`src/rtl/fib_sequencer.sv`:
```
// Fibonacci sequencer: walks a register file's two read ports and one write port
// to leave F(n) mod 2^DATA_WIDTH in register RES_DIR.
module fib_sequencer #(
    parameter int DIR_WIDTH  = 10,
    parameter int DATA_WIDTH = 256,
    parameter int CNT_WIDTH  = 16,
    parameter int RA_DIR     = 1,
    parameter int RB_DIR     = 2,
    parameter int RES_DIR    = 5
) (
    input  logic                  clk,
    input  logic                  arst_n,
    input  logic                  start,
    input  logic [CNT_WIDTH-1:0]  n_target,
    output logic                  busy,
    output logic                  done,
    output logic                  overflow,
    output logic [CNT_WIDTH-1:0]  iter_count,
    output logic                  prf_write_en,
    output logic [DIR_WIDTH-1:0]  prf_write_dir,
    output logic [DATA_WIDTH-1:0] prf_write_data,
    output logic [DIR_WIDTH-1:0]  prf_read_dir1,
    output logic [DIR_WIDTH-1:0]  prf_read_dir2,
    input  logic [DATA_WIDTH-1:0] prf_read_data1,
    input  logic [DATA_WIDTH-1:0] prf_read_data2
);

    // state    | meaning
    // IDLE     | waiting for start
    // INIT_A   | RA <= 0
    // INIT_B   | RB <= 1, k <= 1
    // SUM      | RES <= RA + RB, k <= k+1
    // MOVE_A   | RA <= RB
    // MOVE_B   | RB <= RES
    // RESULT   | n < 2: RES <= RA or RB
    // DONE     | one-cycle done pulse
    typedef enum logic [2:0] {
        S_IDLE, S_INIT_A, S_INIT_B, S_SUM, S_MOVE_A, S_MOVE_B, S_RESULT, S_DONE
    } state_t;

    localparam logic [DIR_WIDTH-1:0] RA  = DIR_WIDTH'(RA_DIR);
    localparam logic [DIR_WIDTH-1:0] RB  = DIR_WIDTH'(RB_DIR);
    localparam logic [DIR_WIDTH-1:0] RES = DIR_WIDTH'(RES_DIR);

    state_t                state;
    state_t                state_nxt;
    logic [CNT_WIDTH-1:0]  n_lat;
    logic [CNT_WIDTH-1:0]  k_inc;
    logic [DATA_WIDTH:0]   sum_full;

    assign k_inc    = iter_count + CNT_WIDTH'(1);
    assign sum_full = {1'b0, prf_read_data1} + {1'b0, prf_read_data2};

    always_comb begin
        state_nxt = state;
        case (state)
            S_IDLE:   state_nxt = start ? S_INIT_A : S_IDLE;
            S_INIT_A: state_nxt = S_INIT_B;
            S_INIT_B: state_nxt = (n_lat < CNT_WIDTH'(2)) ? S_RESULT : S_SUM;
            S_SUM:    state_nxt = (k_inc == n_lat) ? S_DONE : S_MOVE_A;
            S_MOVE_A: state_nxt = S_MOVE_B;
            S_MOVE_B: state_nxt = S_SUM;
            S_RESULT: state_nxt = S_DONE;
            S_DONE:   state_nxt = S_IDLE;
            default:  state_nxt = S_IDLE;
        endcase
    end

    // Write data is the only path that is combinational on the read data.
    always_comb begin
        prf_write_data = '0;
        case (state)
            S_INIT_B:                     prf_write_data = DATA_WIDTH'(1);
            S_SUM:                        prf_write_data = sum_full[DATA_WIDTH-1:0];
            S_MOVE_A, S_MOVE_B, S_RESULT: prf_write_data = prf_read_data1;
            default:                      prf_write_data = '0;
        endcase
    end

    // Port controls are registered from the next state so they line up with it.
    always_ff @(posedge clk or negedge arst_n) begin
        if (!arst_n) begin
            state         <= S_IDLE;
            busy          <= 1'b0;
            done          <= 1'b0;
            overflow      <= 1'b0;
            iter_count    <= '0;
            n_lat         <= '0;
            prf_write_en  <= 1'b0;
            prf_write_dir <= '0;
            prf_read_dir1 <= '0;
            prf_read_dir2 <= '0;
        end else begin
            state         <= state_nxt;
            busy          <= (state_nxt != S_IDLE);
            done          <= (state_nxt == S_DONE);
            prf_write_en  <= 1'b0;
            prf_write_dir <= '0;
            prf_read_dir1 <= '0;
            prf_read_dir2 <= '0;
            case (state_nxt)
                S_INIT_A: begin
                    prf_write_en  <= 1'b1;
                    prf_write_dir <= RA;
                end
                S_INIT_B: begin
                    prf_write_en  <= 1'b1;
                    prf_write_dir <= RB;
                end
                S_SUM: begin
                    prf_write_en  <= 1'b1;
                    prf_write_dir <= RES;
                    prf_read_dir1 <= RA;
                    prf_read_dir2 <= RB;
                end
                S_MOVE_A: begin
                    prf_write_en  <= 1'b1;
                    prf_write_dir <= RA;
                    prf_read_dir1 <= RB;
                end
                S_MOVE_B: begin
                    prf_write_en  <= 1'b1;
                    prf_write_dir <= RB;
                    prf_read_dir1 <= RES;
                end
                S_RESULT: begin
                    prf_write_en  <= 1'b1;
                    prf_write_dir <= RES;
                    prf_read_dir1 <= (n_lat == '0) ? RA : RB;
                end
                default: ;
            endcase

            if (state == S_IDLE && start) begin
                n_lat    <= n_target;
                overflow <= 1'b0;
            end
            if (state == S_INIT_B) iter_count <= CNT_WIDTH'(1);
            if (state == S_SUM) begin
                iter_count <= k_inc;
                if (sum_full[DATA_WIDTH]) overflow <= 1'b1;
            end
            if (state == S_RESULT) iter_count <= n_lat;
        end
    end

endmodule

```
`config.mk`:
```
export PLATFORM = sky130hd
export DESIGN_NAME = fib_sequencer
export DESIGN_NICKNAME = d
export VERILOG_FILES = /design/src/rtl/fib_sequencer.sv
export SDC_FILE = /design/constraint.sdc
export NUM_CORES = 1
export LEC_CHECK = 0
export CORE_AREA = 2 2 323 325
export CTS_BUF_LIST = sky130_fd_sc_hd__clkbuf_4 sky130_fd_sc_hd__clkbuf_8
export DETAILED_ROUTE_END_ITERATION = 8
export DIE_AREA = 0 0 325 327
export HOLD_SLACK_MARGIN = 0.08
export SYNTH_ARGS = -nofsm -noshare
export SYNTH_HDL_FRONTEND = slang
export SYNTH_SLANG_ARGS = --single-unit
```
`constraint.sdc`:
```
create_clock -name clk -period 7.3 [get_ports clk]
set_input_delay 1.095 -clock clk [delete_from_list [all_inputs] [get_ports clk]]
set_output_delay 1.095 -clock clk [all_outputs]
set_load 0.02 [all_outputs]
```
==> After elaboration in Yosys (flattened, before gate mapping) <==
Index checks and enable logic that the tools add are counted.
{ "totals": {"inputBits": 531, "register_bits": 69, "elab_cells": 54} }
{ "op_classes": {"eq_ne": 15, "n_mux": 16, "n_addsub": 2, "order_cmp": 1, "n_reduce_logical": 10} }
{ "op_table": {"columns": ["operator", "count"], "rows": [
  ["one-hot mux 256 bit (3 select lines)", 1],
  ["adder 256 x 256 -> 257 bit", 1],
  ["2-to-1 mux 16 bit", 3],
  ["== test 3 bit, second input constant", 8],
  ["one-hot mux 3 bit (8 select lines)", 1],
  ["adder 16 x 1 -> 16 bit, second input constant", 1],
  ["== test 16 bit", 1],
  ["logical NOT 16 bit", 1],
  ["< comparator 16 x 2 -> 1 bit, second input constant", 1],
  ["== test 3 x 2 -> 1 bit, second input constant", 4],
  ["one-hot mux 3 bit (4 select lines)", 1],
  ["one-hot mux 3 bit (3 select lines)", 1],
  ["== test 3 x 1 -> 1 bit, second input constant", 2],
  ["2-to-1 mux 2 bit", 3],
  ["nonzero test 3 bit", 2],
  ["OR reduction 2 bit", 3],
  ["OR reduction 6 bit", 1],
  ["2-to-1 mux 1 bit", 5],
  ["logical NOT 3 bit", 1],
  ["2-to-1 mux 3 bit", 1],
  ["OR reduction 3 bit", 1],
  ["logical AND 1 bit", 1]
]} }

==> Depth between registers and ports, before layout <==
Gate-level depths: netlist of the first run.
{ "depth": {"ltp_word": 7, "ltp_mapped": 16, "mapped_depth_nobuf": 16} }

==> Least setup slack after synthesis of the first run <==
OpenSTA, ideal clock, no wires.
{ "synth_path": {"kind": "input -> output", "from": "input prf_read_data1[0]", "to": "output prf_write_data[248]", "t_required_ps": 6205, "setup_slack_ps": 1412, "path_stages": 16, "arrival_time_ps": 4793, "cell_sequence": "ha_1 > inv_1 > fa_1 > nand2b_1 > a21oi_1 > o21ai_1 > a2111o_1 > a21oi_2 > o2111ai_2 > a31oi_4 > o31ai_2 > o41ai_4 > a31oi_4 > o21a_1 > or4_1 > nand3b_1"} }
{ "synth_between": {"elab_chain_cells": 2} }
{ "synth_lines": {"columns": ["item", "line", "text"], "rows": [
  ["start, declared", "24", "input logic [DATA_WIDTH-1:0] prf_read_data1,"],
  ["adder 256 x 256 -> 257 bit", "52", "assign sum_full = {1'b0, prf_read_data1} + {1'b0, prf_read_data2};"],
  ["one-hot mux 256 bit (3 select lines)", "72", "case (state)"],
  ["end, declared", "21", "output logic [DATA_WIDTH-1:0] prf_write_data,"]
]} }
No other way between the ends.

==> Worst setup path in the final report of the first run <==
{ "layout_path": {"from": "input prf_read_data1[104]", "to": "output prf_write_data[248]"} }
The elaborated chain is that of the path after synthesis.

==> flow_summary.yaml, run 1 <==
sta:
  fin_skew_ps: 6.91
  fin_tns_setup_ps: 0
  slew_headroom: 0.160
  fmax_mhz: 139
  worst_slack_ps: 117
  hold_viol: 0
  finalSetupViolCount: 0
  period_share: 0.984
  holdWs_ps: 531
  rsz0062_at_grt: "false"
  worstMarginPinSlew_ps: 1250
  final.min_clock_period_ps: 7180
  drv_slew: 0
routing:
  wl_mm: 164
  wl_per_cell_um: 25.6
  drcViolationCount: 0
  dr.pass1.iters: 6
  antenna_left: 0
  vias_per_cell: 5.55
  drt_iter0_drc: 3298
  vias: 35644
worst_setup_path:
  r2r_slack_ps: 3510
  worst-setup-path-type: "in2out"
  cp.arrival_ps: 6090
  worstReg2RegStart: "iter_count[0]$_DFFE_PN0P_"
  worstPathMaxFanout: 6
  reg2reg_to: "prf_read_dir1[1]$_DFF_PN0_"
  cp-start-kind: "input port"
  end_kind: "output port"
  r2r_cells: 12
  worstPathRequired_ps: 6200
power_and_ir_drop:
  p_seq_frac: 0.069
  p_switching_uw: 4620
  p_sw_frac: 0.563
  p_comb_frac: 0.907
  power.leakage_uw: 0.0146
  clkPwrFrac: 0.024
  internal-power_uw: 3590
  ir_drop_v: 0.000307
  powerDensity_nw_per_um2: 220
clocking:
  cts.sinks: 46
  htree_levels: 2
  path_clk_slew_ps: 90
  root_buffer: "clkbuf_8"
  clkLatencyLatePin_ps: 320
  clockBufferDepth: 2
  cts_tree: "yes"
  numCtsBuffers: 5
die:
  start_util: 0.239
  coreArea_um2: 103000
  rows: 118
  die_w_um: 325
  die_h_um: 327
  num_io_pins: 837
  die_area_um2: 106000
finish:
  n_fill_cell: 11328
  finalNetCount: 5817
  final_area_um2: 37300
  layout-drive-gt1-share: 0.117
  syn2layout_area_growth_pct: 51.6
  fin_util: 0.362
place:
  io_buffers: 813
  hpwlAfterDp_mm: 144
  post-place-ws_ps: -261
  gp_congestion: 1.06
  dpl-instance-area_um2: 36900
synth:
  synth_compound_area_frac: 0.373
  yosysMostFrequentCell: "nand2_1"
  synth-xor-area-share: 0.0947
  synth_top_area_share: 0.131
  netlist_area_um2: 24600
  synth_top_family_by_area: "compound AO/OA/AOI/OAI gates"
  synth_commonest_cells: "nand2_1, o21ai_0, a21oi_1"
  muxShareOfSynthArea: 0.0110
  synth-simple-area-share: 0.282
  synth_cell_type_count: 83
  postSynthCellCount: 4032
  synth-adder-area-share: 0.132
  synth-main-ff-cell: "dfrtp_1"
  ys_ff_latch: 46
  yosysSeqAreaShare: 0.0468
  avgSynthCellArea_um2: 6.10
  synth-async-reset-ratio: 1.00
  yosys.area.top_type: "ha_1"
  yosysWarnings: 0
  synth_edf_count: 0
  synth_area_leaders: "ha_1, o21ai_0, a21oi_1"
worst_hold_path:
  hold_start: "overflow$_DFF_PN0_"
  holdPathEnd: "overflow$_DFF_PN0_"
  hold_depth: 2
  min_path_type: "reg2reg"
global_route:
  grtUsageTotal: 0.290
  grt_start_max_net_pins: 80
  grt_pass1_vias: 34737
  grt_pass1_wl_mm: 234
  antenna_found_initial: 35
  grt_overflow: 0
status:
  status: "complete, no violations"
run:
  maxCapViolCount: 0
-- power groups by stage --
stage	clock (µW)	sequential, µW	combinational [µW]
floorplan	0	547	3640
global placement	0	562	7410
detailed placement	0	562	7390
CTS	197	558	7430
global route	211	582	7890
finish	197	563	7450
-- worst max path at each step --
stage                                    from             endpoint  cells past startpoint
final                     prf_read_data1[104]  prf_write_data[248]                     22
after CTS                   prf_read_data1[0]  prf_write_data[248]                     20
after global routing      prf_read_data1[138]  prf_write_data[247]                     18
after detailed placement   prf_read_data1[10]  prf_write_data[237]                     22
after global placement     prf_read_data1[12]  prf_write_data[237]                     22
after floorplan             prf_read_data1[0]  prf_write_data[248]                     16
-- cells in the final DEF (no fill, tap or decap), drive strengths merged, types with 15 or more instances in the layout --
master,Yosys,final
clkdlybuf4s50,0,754
nand2,667,667
o21ai,548,548
a21oi,511,511
buf,46,477
nor2,340,340
ha,257,257
nand4,174,174
xnor2,159,159
xor2,107,107
nor3,99,99
inv,88,88
o21bai,87,87
a21o,82,82
nand3,61,61
dfrtp,46,46
o21a,40,40
a31oi,34,34
nor4,30,30
o31ai,30,30
or3,27,27
or2,25,25
o211ai,23,23
nand2b,23,23
conb,1,23
a21boi,22,22
and4,17,17
and2,17,17
a211oi,17,17
diode,0,16
mux2,16,16
o221ai,15,15
-- state kept, by name, indices dropped and copies added (netlist names) --
name,count
iter_count,16
n_lat,16
prf_read_dir1,3
prf_write_dir,3
state,3
busy,1
done,1
overflow,1
prf_read_dir2,1
prf_write_en,1
-- per-layer routing --
metal,vias up,track usage,routed length (µm)
met2,1711,0.508,78400
met1,16914,0.356,66900
met4,26,0.0982,6360
li1,16725,-,-
met3,268,0.0531,12500
met5,-,0,156
-- per-stage QoR --
stage	total power, µW	std cells
after global routing	8680	6419
after detailed placement	7950	6399
after global placement	7970	6399
after CTS	8190	6407
final	8210	6425
after floorplan	4190	4054
-- logic make-up (layout without fill, tap and decap cells) --
| family | count (synthesis) | in the layout |
|---|---|---|
| other | 1 | 39 |
| flip-flops | 46 | 46 |
| AND/OR/NAND/NOR | 1531 | 1531 |
| multiplexers | 25 | 25 |
| buffers and inverters | 364 | 1339 |
| adder cells (fa/ha/maj) | 258 | 258 |
| XOR/XNOR | 266 | 266 |
| AO/OA/AOI/OAI | 1541 | 1541 |
-- worst max-delay path: stages --
cell	delay, ps
clkdlybuf4s50_1	450
ha_1	320
buf_4	150
nand2_1	80
buf_4	150
nor2_1	190
nand2_1	100
nor3_1	470
and3_1	310
buf_12	140
nand3_1	170
buf_4	220
a31oi_4	190
o31ai_2	140
o41ai_4	400
buf_6	190
a31oi_4	130
o21a_2	290
buf_4	150
or4_1	470
nand3b_1	160
buf_12	130
-- cell type report --
cell class	instances	area (µm²)	share of cell area
clock inverter	3	45.0	0.00121
timing repair buffer	1241	11600	0.312
sequential	46	1150	0.0309
antenna	16	40.0	0.00107
inverter	90	338	0.00906
clock buffer	5	68.8	0.00185
multi-input combinational	3644	22300	0.598
tap	1380	1730	0.0463
-- repair_timing --
action | CTS | global route
hold buffers | 0 | 0
hold endpoints to repair | 0 | 0
setup endpoints to repair | 20 | 36
resized for setup | 11 | 54
pin swaps | 2 | 6
gates cloned | 0 | 0
setup buffers | 0 | 2
(Power assumes the default switching activity.)
==> inputs of run 2 (changes only) <==
CORE_AREA = 2 2 325 327   (was 2 2 323 325)
DIE_AREA = 0 0 327 329   (was 0 0 325 327)
==> flow_summary.yaml, run 2 (synthesis results as in run 1) <==
place:
  dp_cells: 6470
  gp_congestion: 1.02
  hpwlAfterDp_mm: 144
  io_buffers: 813
run:
  maxCapViolCount: 0
clocking:
  clockBufferDepth: 2
  cts.sinks: 46
  root_buffer: "clkbuf_8"
  numCtsBuffers: 5
  cts_tree: "yes"
  clkLatencyLatePin_ps: 320
  htree_levels: 2
  path_clk_slew_ps: 90
worst_setup_path:
  worstPathMaxFanout: 5
  critPathMaxStageDelay_ps: 640
  slowest_stage: "or4_1"
  cp-start-kind: "input port"
  worst-setup-path-type: "in2out"
  cpMostUsedCell: "buf_4"
  worstPathRequired_ps: 6200
  r2r_slack_ps: 3410
  cp.arrival_ps: 6060
  cp.buffers_inverters: 5
  crit_chain: "clkdlybuf4s50_1, ha_1, nand4_1, or4_1, nor4_1, buf_4, o31ai_1, nor2_1, o2bb2ai_1, a211oi_4, buf_4, o311a_1, o311a_1, o31ai_2, buf_4, a21boi_1, xor2_1, o21ai_1, clkdlybuf4s50_1"
  crit_family: "buffers and inverters"
  end_kind: "output port"
sta:
  drv_slew: 0
  fmax_mhz: 140
  finalSetupViolCount: 0
  hold_viol: 0
  worstMarginPinSlew_ps: 1320
  final.min_clock_period_ps: 7160
  period_share: 0.980
  fin_skew_ps: 9.46
  slew_headroom: 0.115
  holdWs_ps: 548
global_route:
  grt_pass1_wl_mm: 233
  antenna_found_initial: 48
  grt_start_max_net_pins: 102
  grtUsageTotal: 0.287
  grt_pass1_vias: 34711
  grt_overflow: 0
finish:
  final_cell_mix: "clkdlybuf4s50_1, nand2_1, o21ai_0"
  layout.cells.most_common: "clkdlybuf4s50_1"
  n_fill_cell: 11389
  finalNetCount: 5878
  layout-drive-gt1-share: 0.127
  layout.cells.non_filler: 6499
  top_regs: "iter_count (16), n_lat (16)"
  syn2layout_area_growth_pct: 53.5
power_and_ir_drop:
  p_switching_uw: 4630
  p_sw_frac: 0.561
  powerDensity_nw_per_um2: 218
  p_seq_frac: 0.070
  p_comb_frac: 0.906
  power.leakage_uw: 0.0151
  clkPwrFrac: 0.024
  ir_drop_v: 0.000221
  internal-power_uw: 3620
die:
  num_io_pins: 837
  start_util: 0.236
  die_area_um2: 108000
  rows: 119
  coreArea_um2: 104000
  die_w_um: 327
  die_h_um: 329
routing:
  vias: 35628
  drcViolationCount: 0
  dr.pass1.iters: 8
  wl_mm: 164
  antenna_left: 0
  drt_iter0_drc: 3374
  wl_per_cell_um: 25.2
  vias_per_cell: 5.48
status:
  status: "complete, no violations"
worst_hold_path:
  min_path_type: "reg2reg"
==> run 2: cell count changes in the layout (fill, tap and decap cells not counted), moves of 4 or more <==
cell             before  now
clkdlybuf4s50_1     754  727
ha_1                246  255
dlymetal6s2s_1       10   21
dlygate4sd2_1         0    5
o21ai_2               4    0
buf_4               446  510
buf_12               29   34
ha_2                 10    2
clkbuf_2              0    4
==> run 2: routing by layer <==
layer,global-route usage,routed length (µm)
met5,0,285
met4,0.0835,5080
met3,0.0579,13100
met2,0.502,78700
met1,0.355,66900
==> run 2: what timing repair did <==
action,in CTS,in global routing
hold buffers,0,0
pin swaps,1,5
setup buffers,0,3
endpoints found under the setup margin,28,47
endpoints found under the hold margin,0,0
resized for setup,23,52
==> run 2: final cells by class <==
cell class	instances	area [µm²]	share of cell area
clock inverters	2	37.5	0.000994
flip-flops and latches	46	1150	0.0305
well taps	1391	1740	0.0461
clock buffers	6	76.3	0.00202
multi-input cells	3644	22300	0.589
diodes	18	45.0	0.00119
inverters	90	338	0.00895
repair buffers	1302	12100	0.321
==> run 2: final timing paths <==
path | to | start | cells past startpoint
max reg2reg | prf_read_dir1[0]$_DFF_PN0_ | iter_count[0]$_DFFE_PN0P_ | 14
max | prf_write_data[243] | prf_read_data1[136] | 19
min in group asynchronous | n_lat[15]$_DFFE_PN0P_ | arst_n | 1
max in group asynchronous | prf_read_dir1[0]$_DFF_PN0_ | arst_n | 1
min reg2reg | overflow$_DFF_PN0_ | overflow$_DFF_PN0_ | 2
min | overflow$_DFF_PN0_ | overflow$_DFF_PN0_ | 2
==> run 2: worst register-to-register path, delay by kind of cell (launching register included) <==
family | cells | cell delay (ps)
simple gates | 7 | 2040
compound gates | 6 | 980
flops | 1 | 500
fa+ha+maj | 1 | 280
==> run 2: power by group through the flow <==
stage / Combinational [µW] / Clock (µW) / Sequential, µW
floorplan: 3640 / 0 / 547
global placement: 7460 / 0 / 568
detailed placement: 7440 / 0 / 573
CTS: 7470 / 202 / 570
global route: 7930 / 213 / 594
finish: 7470 / 198 / 574
==> run 2: per-stage QoR <==
step / power (µW) / util / instance area [µm²] / TNS (ps) / worst slack [ps]
final: 8250 / 0.362 / 37800 / 0 / 143
after CTS: 8240 / 0.360 / 37600 / 0 / 8.76
after global placement: 8030 / 0.358 / 37400 / -3890 / -442
after floorplan: 4190 / - / 24700 / 0 / 1410
after detailed placement: 8010 / 0.358 / 37400 / -4280 / -428
after global routing: 8730 / 0.362 / 37800 / -15.5 / -8.20
